--- src/rtl/ysyx_040066_mem_arb_if.sv ---
// ysyx_040066_mem_arb_if: fetch, data and memory-port signals around the memory arbiter
// master is the arbiter's view; slave is the surrounding pipeline/bus view.
interface ysyx_040066_mem_arb_if;
    logic        if_req;
    logic [63:0] if_addr;
    logic        if_kill;
    logic        if_done;
    logic [63:0] if_rdata;
    logic        d_rd;
    logic        d_wr;
    logic [63:0] d_addr;
    logic [63:0] d_wdata;
    logic [7:0]  d_wmask;
    logic [2:0]  d_len;
    logic        d_done;
    logic [63:0] d_rdata;
    logic        d_stall;
    logic        err;
    logic        m_valid;
    logic        m_ready;
    logic        m_wen;
    logic [63:0] m_addr;
    logic [63:0] m_wdata;
    logic [7:0]  m_wmask;
    logic [2:0]  m_len;
    logic        m_rvalid;
    logic [63:0] m_rdata;
    logic        m_rerr;
    modport master (
        input  if_req, if_addr, if_kill, d_rd, d_wr, d_addr, d_wdata, d_wmask, d_len,
               m_ready, m_rvalid, m_rdata, m_rerr,
        output if_done, if_rdata, d_done, d_rdata, d_stall, err,
               m_valid, m_wen, m_addr, m_wdata, m_wmask, m_len
    );
    modport slave (
        output if_req, if_addr, if_kill, d_rd, d_wr, d_addr, d_wdata, d_wmask, d_len,
               m_ready, m_rvalid, m_rdata, m_rerr,
        input  if_done, if_rdata, d_done, d_rdata, d_stall, err,
               m_valid, m_wen, m_addr, m_wdata, m_wmask, m_len
    );
endinterface

--- src/rtl/ysyx_040066_mem_arb.sv ---
// ysyx_040066_mem_arb: shares one memory port between fetch and data with data priority,
// a fetch starvation guard, a per-transaction timeout and a fetch-kill path.
module ysyx_040066_mem_arb #(
    parameter int STARVE_MAX = 4,
    parameter int TIMEOUT    = 255
) (
    input logic                   clk,
    input logic                   rst,
    ysyx_040066_mem_arb_if.master bus
);
    localparam int SW = $clog2(STARVE_MAX + 1);
    localparam int TW = $clog2(TIMEOUT + 1);
    typedef enum logic [1:0] {IDLE, REQ, WAIT} state_t;
    typedef enum logic {DATA, INST} owner_t;
    state_t        state, state_nx;
    owner_t        owner;
    logic [SW-1:0] starve;
    logic [TW-1:0] tcnt;
    logic          kill;
    logic          d_req, i_req, starved, grant_d, grant_i, rsp, tout, fin, done_d, done_i;
    always_comb begin
        d_req    = bus.d_rd | bus.d_wr;
        i_req    = bus.if_req & ~bus.if_kill;
        starved  = i_req && starve == SW'(STARVE_MAX);
        grant_d  = state == IDLE && d_req && !starved;
        grant_i  = state == IDLE && i_req && !grant_d;
        rsp      = state == WAIT && bus.m_rvalid;
        tout     = state != IDLE && tcnt == TW'(TIMEOUT) && !rsp;
        fin      = rsp | tout;
        done_d   = fin && owner == DATA;
        done_i   = fin && owner == INST && !kill && !bus.if_kill;
        state_nx = fin ? IDLE :
                   state == IDLE ? ((grant_d | grant_i) ? REQ : IDLE) :
                   (state == REQ && bus.m_ready) ? WAIT : state;
        bus.m_valid  = state == REQ;
        bus.if_done  = done_i;
        bus.d_done   = done_d;
        bus.if_rdata = rsp ? bus.m_rdata : '0;
        bus.d_rdata  = rsp ? bus.m_rdata : '0;
        // a timeout always reports an error; a real response reports the bus error
        bus.err      = (done_i | done_d) & (~rsp | bus.m_rerr);
        bus.d_stall  = d_req & ~done_d;
    end
    always_ff @(posedge clk or posedge rst) begin
        if (rst) begin
            state       <= IDLE;
            owner       <= DATA;
            starve      <= '0;
            tcnt        <= '0;
            kill        <= 1'b0;
            bus.m_wen   <= 1'b0;
            bus.m_addr  <= '0;
            bus.m_wdata <= '0;
            bus.m_wmask <= '0;
            bus.m_len   <= '0;
        end else begin
            state <= state_nx;
            tcnt  <= state == IDLE ? '0 : tcnt + TW'(1);
            kill  <= state_nx == IDLE ? 1'b0 : kill | (owner == INST && state != IDLE && bus.if_kill);
            if (grant_i || !bus.if_req)
                starve <= '0;
            else if (grant_d && starve != SW'(STARVE_MAX))
                starve <= starve + SW'(1);
            if (grant_d) begin
                owner       <= DATA;
                bus.m_wen   <= bus.d_wr;
                bus.m_addr  <= bus.d_addr;
                bus.m_wdata <= bus.d_wdata;
                bus.m_wmask <= bus.d_wmask;
                bus.m_len   <= bus.d_len;
            end else if (grant_i) begin
                owner       <= INST;
                bus.m_wen   <= 1'b0;
                bus.m_addr  <= bus.if_addr;
                bus.m_wdata <= '0;
                bus.m_wmask <= '0;
                bus.m_len   <= 3'b011;
            end
        end
    end
endmodule

--- src/flat_wrapper.sv ---
// flat-port wrapper written by rule: the top's interface ports become plain ports
module ysyx_040066_mem_arb_flat 
#(
    parameter int STARVE_MAX = 4,
    parameter int TIMEOUT    = 255
)
  (clk, rst, bus_if_req, bus_if_addr, bus_if_kill, bus_d_rd, bus_d_wr, bus_d_addr, bus_d_wdata, bus_d_wmask, bus_d_len, bus_m_ready, bus_m_rvalid, bus_m_rdata, bus_m_rerr, bus_if_done, bus_if_rdata, bus_d_done, bus_d_rdata, bus_d_stall, bus_err, bus_m_valid, bus_m_wen, bus_m_addr, bus_m_wdata, bus_m_wmask, bus_m_len);
  ysyx_040066_mem_arb_if bus_i ();
  input logic clk;
  input logic rst;
  input wire logic [$bits(bus_i.if_req)-1:0] bus_if_req;
  input wire logic [$bits(bus_i.if_addr)-1:0] bus_if_addr;
  input wire logic [$bits(bus_i.if_kill)-1:0] bus_if_kill;
  input wire logic [$bits(bus_i.d_rd)-1:0] bus_d_rd;
  input wire logic [$bits(bus_i.d_wr)-1:0] bus_d_wr;
  input wire logic [$bits(bus_i.d_addr)-1:0] bus_d_addr;
  input wire logic [$bits(bus_i.d_wdata)-1:0] bus_d_wdata;
  input wire logic [$bits(bus_i.d_wmask)-1:0] bus_d_wmask;
  input wire logic [$bits(bus_i.d_len)-1:0] bus_d_len;
  input wire logic [$bits(bus_i.m_ready)-1:0] bus_m_ready;
  input wire logic [$bits(bus_i.m_rvalid)-1:0] bus_m_rvalid;
  input wire logic [$bits(bus_i.m_rdata)-1:0] bus_m_rdata;
  input wire logic [$bits(bus_i.m_rerr)-1:0] bus_m_rerr;
  output wire logic [$bits(bus_i.if_done)-1:0] bus_if_done;
  output wire logic [$bits(bus_i.if_rdata)-1:0] bus_if_rdata;
  output wire logic [$bits(bus_i.d_done)-1:0] bus_d_done;
  output wire logic [$bits(bus_i.d_rdata)-1:0] bus_d_rdata;
  output wire logic [$bits(bus_i.d_stall)-1:0] bus_d_stall;
  output wire logic [$bits(bus_i.err)-1:0] bus_err;
  output wire logic [$bits(bus_i.m_valid)-1:0] bus_m_valid;
  output wire logic [$bits(bus_i.m_wen)-1:0] bus_m_wen;
  output wire logic [$bits(bus_i.m_addr)-1:0] bus_m_addr;
  output wire logic [$bits(bus_i.m_wdata)-1:0] bus_m_wdata;
  output wire logic [$bits(bus_i.m_wmask)-1:0] bus_m_wmask;
  output wire logic [$bits(bus_i.m_len)-1:0] bus_m_len;
  assign bus_i.if_req = bus_if_req;
  assign bus_i.if_addr = bus_if_addr;
  assign bus_i.if_kill = bus_if_kill;
  assign bus_i.d_rd = bus_d_rd;
  assign bus_i.d_wr = bus_d_wr;
  assign bus_i.d_addr = bus_d_addr;
  assign bus_i.d_wdata = bus_d_wdata;
  assign bus_i.d_wmask = bus_d_wmask;
  assign bus_i.d_len = bus_d_len;
  assign bus_i.m_ready = bus_m_ready;
  assign bus_i.m_rvalid = bus_m_rvalid;
  assign bus_i.m_rdata = bus_m_rdata;
  assign bus_i.m_rerr = bus_m_rerr;
  assign bus_if_done = bus_i.if_done;
  assign bus_if_rdata = bus_i.if_rdata;
  assign bus_d_done = bus_i.d_done;
  assign bus_d_rdata = bus_i.d_rdata;
  assign bus_d_stall = bus_i.d_stall;
  assign bus_err = bus_i.err;
  assign bus_m_valid = bus_i.m_valid;
  assign bus_m_wen = bus_i.m_wen;
  assign bus_m_addr = bus_i.m_addr;
  assign bus_m_wdata = bus_i.m_wdata;
  assign bus_m_wmask = bus_i.m_wmask;
  assign bus_m_len = bus_i.m_len;
  ysyx_040066_mem_arb #(.STARVE_MAX(STARVE_MAX), .TIMEOUT(TIMEOUT)) u_core (.clk(clk), .rst(rst), .bus(bus_i));
endmodule
--- config.mk ---
export PLATFORM = sky130hd
export DESIGN_NAME = ysyx_040066_mem_arb_flat
export DESIGN_NICKNAME = d
export VERILOG_FILES = /design/src/rtl/ysyx_040066_mem_arb_if.sv /design/src/rtl/ysyx_040066_mem_arb.sv /design/src/flat_wrapper.sv
export SDC_FILE = /design/constraint.sdc
export NUM_CORES = 1
export LEC_CHECK = 0
export ABC_AREA = 0
export CAP_MARGIN = 30
export CORE_AREA = 2 2 216 218
export DETAILED_ROUTE_END_ITERATION = 6
export DIE_AREA = 0 0 218 220
export GPL_TIMING_DRIVEN = 0
export HOLD_SLACK_MARGIN = 0.03
export PLACE_DENSITY = 0.56
export SYNTH_ARGS = -nofsm -noshare
export SYNTH_HDL_FRONTEND = slang
export SYNTH_SLANG_ARGS = --single-unit
--- constraint.sdc ---
create_clock -name clk -period 16.1 [get_ports clk]
set_clock_uncertainty 0.2 [all_clocks]
set_input_delay 2.415 -clock clk [delete_from_list [all_inputs] [get_ports clk]]
set_output_delay 2.415 -clock clk [all_outputs]
set_load 0.005 [all_outputs]
Yosys cells after proc, flatten, opt, wreduce, memory -nomap -nowiden

Cells that the tools add are included.

Output and inout port bits: 273
Memories kept: 0
Bits in writable memories: 0
ROM bits: 0
Input port bits: 276
Register bits after elaboration: 155
Bits in latches: 0
Logic and storage cells: 79

Add/subtract/negate cells: 2
Shifts and indexed selects: 0
Order comparisons: 0
Bitwise logic cells: 13
$mul: 0
Muxes and demuxes: 21
Div/mod/pow operators: 0
Equal/unequal tests: 5
Reductions and logical operators: 28

Operator list:

| operator                                            | count |
|---|---|
| two-way mux 64 bit                                  | 5 |
| two-way mux 8 bit                                   | 3 |
| logical AND 1 bit                                   | 16 |
| two-way mux 3 bit                                   | 4 |
| adder 8 x 1 -> 8 bit, second input constant         | 1 |
| equality test 8 bit, second input constant          | 1 |
| logical NOT 1 bit                                   | 6 |
| two-way mux 1 bit                                   | 6 |
| two-way mux 2 bit                                   | 3 |
| bitwise OR 1 bit                                    | 6 |
| nonzero test 2 bit                                  | 3 |
| logical NOT 2 bit                                   | 2 |
| NOT 1 bit                                           | 4 |
| adder 3 x 1 -> 3 bit, second input constant         | 1 |
| bitwise AND 1 bit                                   | 3 |
| equality test 3 bit, second input constant          | 1 |
| inequality test 3 bit, second input constant        | 1 |
| equality test 2 x 1 -> 1 bit, second input constant | 1 |
| equality test 2 bit, second input constant          | 1 |
| logical OR 1 bit                                    | 1 |

Longest topological paths before layout

Word-level depth: 13
Depth in mapped cells: 7
Mapped depth without buffers: 5

Worst setup path after synthesis

Ideal clock, no wire load.

Path type: input to output
From: in bus_d_wr
To: out bus_d_stall
Arrival time: 3315 ps
Slack: 10170 ps
Data required time: 13485 ps
Path buffers: 2
Cell stages on the path: 4
Cell sequence: nor2_1 clkbuf_1 clkbuf_1 a21oi_1

Word-level cells in the longest chain between the ends: 2

RTL lines:

| what              | line                      | RTL |
|---|---|---|
| start, declared   | flat_wrapper.sv:15        | `input wire logic [$bits(bus_i.d_wr)-1:0] bus_d_wr;` |
| bitwise OR 1 bit  | ysyx_040066_mem_arb.sv:22 | `d_req = bus.d_rd \| bus.d_wr;` |
| bitwise AND 1 bit | ysyx_040066_mem_arb.sv:42 | `bus.d_stall = d_req & ~done_d;` |
| end, declared     | flat_wrapper.sv:28        | `output wire logic [$bits(bus_i.d_stall)-1:0] bus_d_stall;` |

Every way passes these cells.

Worst setup path in the final report

Same ends and word-level chain as after synthesis.

==> impl_results.html <==
<table>
<tr><th>Metric</th><th>Value</th></tr>
<tr><th colspan="2">Drt</th></tr>
<tr><td>Number of iterations in the first detailed-routing pass</td><td>5</td></tr>
<tr><td>Total vias in the final route</td><td>8579</td></tr>
<tr><td>Number of vias per cell after detailed routing</td><td>4.37</td></tr>
<tr><td>Post-Route WL</td><td>41600 um</td></tr>
<tr><td>DRC errors left</td><td>0</td></tr>
<tr><td>Post-route antenna net violation count</td><td>0</td></tr>
<tr><td>First-iteration detailed-routing DRC count</td><td>470</td></tr>
<tr><td>Wire length per cell</td><td>21.2 um</td></tr>
<tr><th colspan="2">Global route</th></tr>
<tr><td>Grt ovf</td><td>0</td></tr>
<tr><td>Combined global-route utilization of all metal layers</td><td>16.9%</td></tr>
<tr><td>Vias in the first global route</td><td>8930</td></tr>
<tr><td>Initial antenna violation count</td><td>8</td></tr>
<tr><td>Wire length of the first global-routing pass</td><td>59000 um</td></tr>
<tr><td>Maximum number of pins on one net before global-route repair</td><td>114</td></tr>
<tr><th colspan="2">Pwr</th></tr>
<tr><td>Leakage Power</td><td>6.02 nW</td></tr>
<tr><td>Peak ir drop on the vdd network</td><td>0.0798 mV</td></tr>
<tr><td>Cell-internal power</td><td>1.49 mW</td></tr>
<tr><td>Relative contribution of the clock network to total power</td><td>17.0%</td></tr>
<tr><td>Switching share of power</td><td>35.8%</td></tr>
<tr><td>Logic pwr share</td><td>53.8%</td></tr>
<tr><td>Power share of the sequential group</td><td>29.2%</td></tr>
<tr><td>Switching power of the nets</td><td>830 uW</td></tr>
<tr><td>P per Cell Area</td><td>153 nW/um2</td></tr>
<tr><th colspan="2">Clocking</th></tr>
<tr><td>Clock latency on the worst-skew pair</td><td>0.46 ns</td></tr>
<tr><td>CTS tree</td><td>built</td></tr>
<tr><td>Clock buffer count from CTS</td><td>17</td></tr>
<tr><td>H-tree depth</td><td>4</td></tr>
<tr><td>CTS Root Buffer Type</td><td>clkbuf_16</td></tr>
<tr><td>Clock Tree Buf Depth</td><td>2</td></tr>
<tr><td>Post-cts sizing count</td><td>0</td></tr>
<tr><td>Setup fix buffers added after clock tree synthesis</td><td>0</td></tr>
<tr><td>Number of hold buffers added after cts</td><td>0</td></tr>
<tr><td>Clock slew at the register clock pins of the worst setup and hold paths</td><td>0.07 ns</td></tr>
<tr><td>TritonCTS sink count</td><td>155</td></tr>
<tr><th colspan="2">Layout</th></tr>
<tr><td>Area growth, synth to finish</td><td>82.6%</td></tr>
<tr><td>Post-Layout Cell Count</td><td>1962</td></tr>
<tr><td>Area taken by flip-flops and latches</td><td>3880 um2</td></tr>
<tr><td>Number of fill cells in the layout</td><td>4727</td></tr>
<tr><td>Area of combinational cells with multiple inputs</td><td>3240 um2</td></tr>
<tr><td>Fraction of layout cells with a size suffix above 1</td><td>13.7%</td></tr>
<tr><td>Nets@finish</td><td>1618</td></tr>
<tr><th colspan="2">STA</th></tr>
<tr><td>Final worst hold slack</td><td>0.263 ns</td></tr>
<tr><td>Slew at the pin closest to its max-slew limit</td><td>0.827 ns</td></tr>
<tr><td>RSZ-0062 raised after global routing</td><td>false</td></tr>
<tr><td>Sum of negative setup slack</td><td>0 ns</td></tr>
<tr><td>Time the worst path needs with I/O delays and setup</td><td>7.93 ns</td></tr>
<tr><td>Final setup viols</td><td>0</td></tr>
<tr><td>Number of slew-limit violations in the final report</td><td>0</td></tr>
<tr><td>Upper clock frequency limit</td><td>126 MHz</td></tr>
<tr><td>Worst Setup Slack, final</td><td>8.17 ns</td></tr>
<tr><td>Period utilisation layout</td><td>49.3%</td></tr>
<tr><td>Worst slew margin</td><td>43.5%</td></tr>
<tr><td>Total count of hold-check failures in the final report</td><td>0</td></tr>
<tr><th colspan="2">Worst hold path</th></tr>
<tr><td>Class of the tightest hold or removal check</td><td>flop to flop</td></tr>
<tr><th colspan="2">Setup path</th></tr>
<tr><td>Delay contributed by the slowest stage of the critical path</td><td>0.65 ns</td></tr>
<tr><td>Max stage delay cell, worst path</td><td>clkbuf_1</td></tr>
<tr><td>Cell Chain, Critical Path</td><td>clkdlybuf4s50_1, nor2_1, clkbuf_1, clkbuf_1, a21oi_1, clkdlybuf4s50_1</td></tr>
<tr><td>Number of cells on the worst reg-to-reg path</td><td>6</td></tr>
<tr><td>Capture point of the critical path</td><td>bus_d_stall</td></tr>
<tr><td>Crit-path max FO</td><td>10</td></tr>
<tr><td>Crit. End Element</td><td>output port</td></tr>
<tr><td>Startpoint of the lowest-slack register-to-register path</td><td>u_core.starve[0]</td></tr>
<tr><td>Required time at the worst-slack endpoint</td><td>13.49 ns</td></tr>
<tr><td>Data arrival time at the worst-slack endpoint</td><td>5.32 ns</td></tr>
<tr><td>End of the worst register-to-register path</td><td>u_core.bus.m_addr[55]</td></tr>
<tr><td>Kind of start point of the critical path</td><td>input pin</td></tr>
<tr><td>Startpoint of the worst setup timing path</td><td>bus_d_wr</td></tr>
<tr><td>Reg-to-reg setup timing slack</td><td>13.51 ns</td></tr>
<tr><td>Kind of critical path</td><td>input pin to output port</td></tr>
<tr><th colspan="2">Floorplan</th></tr>
<tr><td>Initial cell density of the core</td><td>18.1%</td></tr>
<tr><td>Die width</td><td>218 um</td></tr>
<tr><td>Die Footprint</td><td>48000 um2</td></tr>
<tr><td>Floorplan die height</td><td>220 um</td></tr>
<tr><td>Ports</td><td>549</td></tr>
<tr><td>Core region area</td><td>45900 um2</td></tr>
<tr><td>Rows</td><td>79</td></tr>
<tr><th colspan="2">Placed design</th></tr>
<tr><td>Estimated wirelength of the detail-placed design</td><td>33200 um</td></tr>
<tr><td>IO buf count</td><td>548</td></tr>
<tr><td>Pre-CTS WS</td><td>8.12 ns</td></tr>
<tr><td>Gpl congestion</td><td>0.838</td></tr>
<tr><td># placed instances</td><td>1927</td></tr>
<tr><th colspan="2">Synthesis</th></tr>
<tr><td>Cell types with the largest area share after synthesis</td><td>dfrtp_1 47%, a211oi_2 8.9%, a22o_1 7.8%, a2111oi_0 6.6%, buf_4 6.3%</td></tr>
<tr><td>Async S/R FF share, synth</td><td>100%</td></tr>
<tr><td>Warning count from the yosys run</td><td>0</td></tr>
<tr><td>Portion of synthesized cell area occupied by the leading cell type</td><td>46.8%</td></tr>
<tr><td>Number of storage elements in the synthesis netlist</td><td>155</td></tr>
<tr><td>Syn_nets</td><td>1049</td></tr>
<tr><td>Synth Instances</td><td>770</td></tr>
<tr><td>Total standard cell area after synthesis</td><td>8290 um2</td></tr>
<tr><td>Ys flop type</td><td>dfrtp_1</td></tr>
<tr><td>Most frequent cell after synthesis</td><td>dfrtp_1</td></tr>
<tr><td>Number of distinct standard cells referenced by the synthesized netlist</td><td>43</td></tr>
<tr><td>Post-synthesis average cell area</td><td>10.8 um2</td></tr>
<tr><td>Top cell types by occurrence after synthesis</td><td>155 x dfrtp_1, 74 x a22o_1, 70 x inv_1, 69 x buf_4, 66 x and2_1</td></tr>
<tr><td>Number of flops mapped to enable cells by yosys</td><td>0</td></tr>
<tr><td>Dominant cell type by area after synthesis</td><td>dfrtp_1</td></tr>
<tr><td>Sequential element share of the synthesized area</td><td>46.8%</td></tr>
<tr><th colspan="2">Outcome</th></tr>
<tr><td>Run status</td><td>finished clean</td></tr>
<tr><th colspan="2">Run</th></tr>
<tr><td>Max-capacitance violation count</td><td>0</td></tr>
</table>
-- power by group through the flow --
stage	combinational (mW)	clock (mW)	sequential (mW)
CTS	1.27	0.406	0.677
floorplan	0.532	0	0.683
global route	1.34	0.423	0.701
finish	1.25	0.394	0.678
global placement	1.26	0	0.678
detailed placement	1.27	0	0.680
-- cell type report --
class / instances / share of cell area (%)
antenna: 4 / 0.0662
tap: 607 / 5.02
multi-input combinational: 398 / 21.4
clock inverter: 13 / 0.720
buffer: 147 / 6.00
timing repair buffer: 550 / 36.5
inverter: 70 / 1.79
clock buffer: 18 / 2.90
sequential: 155 / 25.6
-- per-stage QoR --
step                      total power, mW  area [um2]  util (%)
after detailed placement             1.95       14600      31.8
final                                2.32       15100      33.0
after global placement               1.94       14500      31.7
after CTS                            2.35       15100      33.0
after floorplan                      1.21        8290         -
after global routing                 2.47       15100      33.0
-- metal layers --
layer / GRT usage [%] / wire, um / up-vias
met5: 0 / 13 / -
met4: 6.55 / 997 / 2
met3: 4.47 / 2940 / 50
met2: 30.3 / 21800 / 392
met1: 18.9 / 15800 / 4181
li1: - / - / 3954
-- critical path, delay by kind of cell --
family / cells / cell delay (ns)
buffers and inverters: 4 / 2.36
AND/OR/NAND/NOR: 1 / 0.43
AO/OA/AOI/OAI: 1 / 0.10
-- cells by family (layout without fill, tap and decap cells) --
| group | Yosys count | in the layout | share of synthesized area [%] |
|---|---|---|---|
| and+or+nand+nor | 163 | 163 | 12.0 |
| AOI/OAI and AO/OA | 228 | 228 | 26.2 |
| adders and majority gates | 3 | 3 | 0.453 |
| buffers and inverters | 217 | 798 | 14.1 |
| DFF | 155 | 155 | 46.8 |
| other | 0 | 4 | 0 |
| xor gates and xnor gates | 4 | 4 | 0.423 |
-- sequential cells by signal (all words and copies together), names as in the netlist --
| signal | count |
|---|---|
| u_core.bus.m_addr | 64 |
| u_core.bus.m_wdata | 64 |
| u_core.bus.m_wmask | 8 |
| u_core.tcnt | 8 |
| u_core.bus.m_len | 3 |
| u_core.starve | 3 |
| u_core.state | 2 |
| u_core.bus.m_wen | 1 |
| u_core.kill | 1 |
| u_core.owner | 1 |
-- worst min-delay path by stage --
stage	slack, ns	end	cells after the start	start
finish	0.26	u_core.tcnt[0]	1	u_core.tcnt[0]
global route	0.31	u_core.tcnt[0]	1	u_core.tcnt[0]
CTS	0.27	u_core.tcnt[0]	1	u_core.tcnt[0]
detailed placement	0.26	u_core.tcnt[0]	1	u_core.tcnt[0]
global placement	0.25	u_core.tcnt[0]	1	u_core.tcnt[0]
floorplan	0.23	u_core.tcnt[0]	1	u_core.tcnt[0]
-- placed cells by master (no fill, tap or decap), types with 4 or more instances in the layout --
cell type,instances
buf_2,11
diode_2,4
inv_1,69
or3_1,4
nor2_1,8
a21oi_1,7
inv_6,5
nand3_1,4
nor4_1,64
buf_4,69
clkbuf_1,56
clkbuf_16,17
clkdlybuf4s50_1,548
o21ai_0,5
a211oi_1,6
dfrtp_1,155
buf_6,11
a22o_1,74
a211oi_2,59
and2_1,66
a2111oi_0,62
Power figures use the tool's default switching activity.
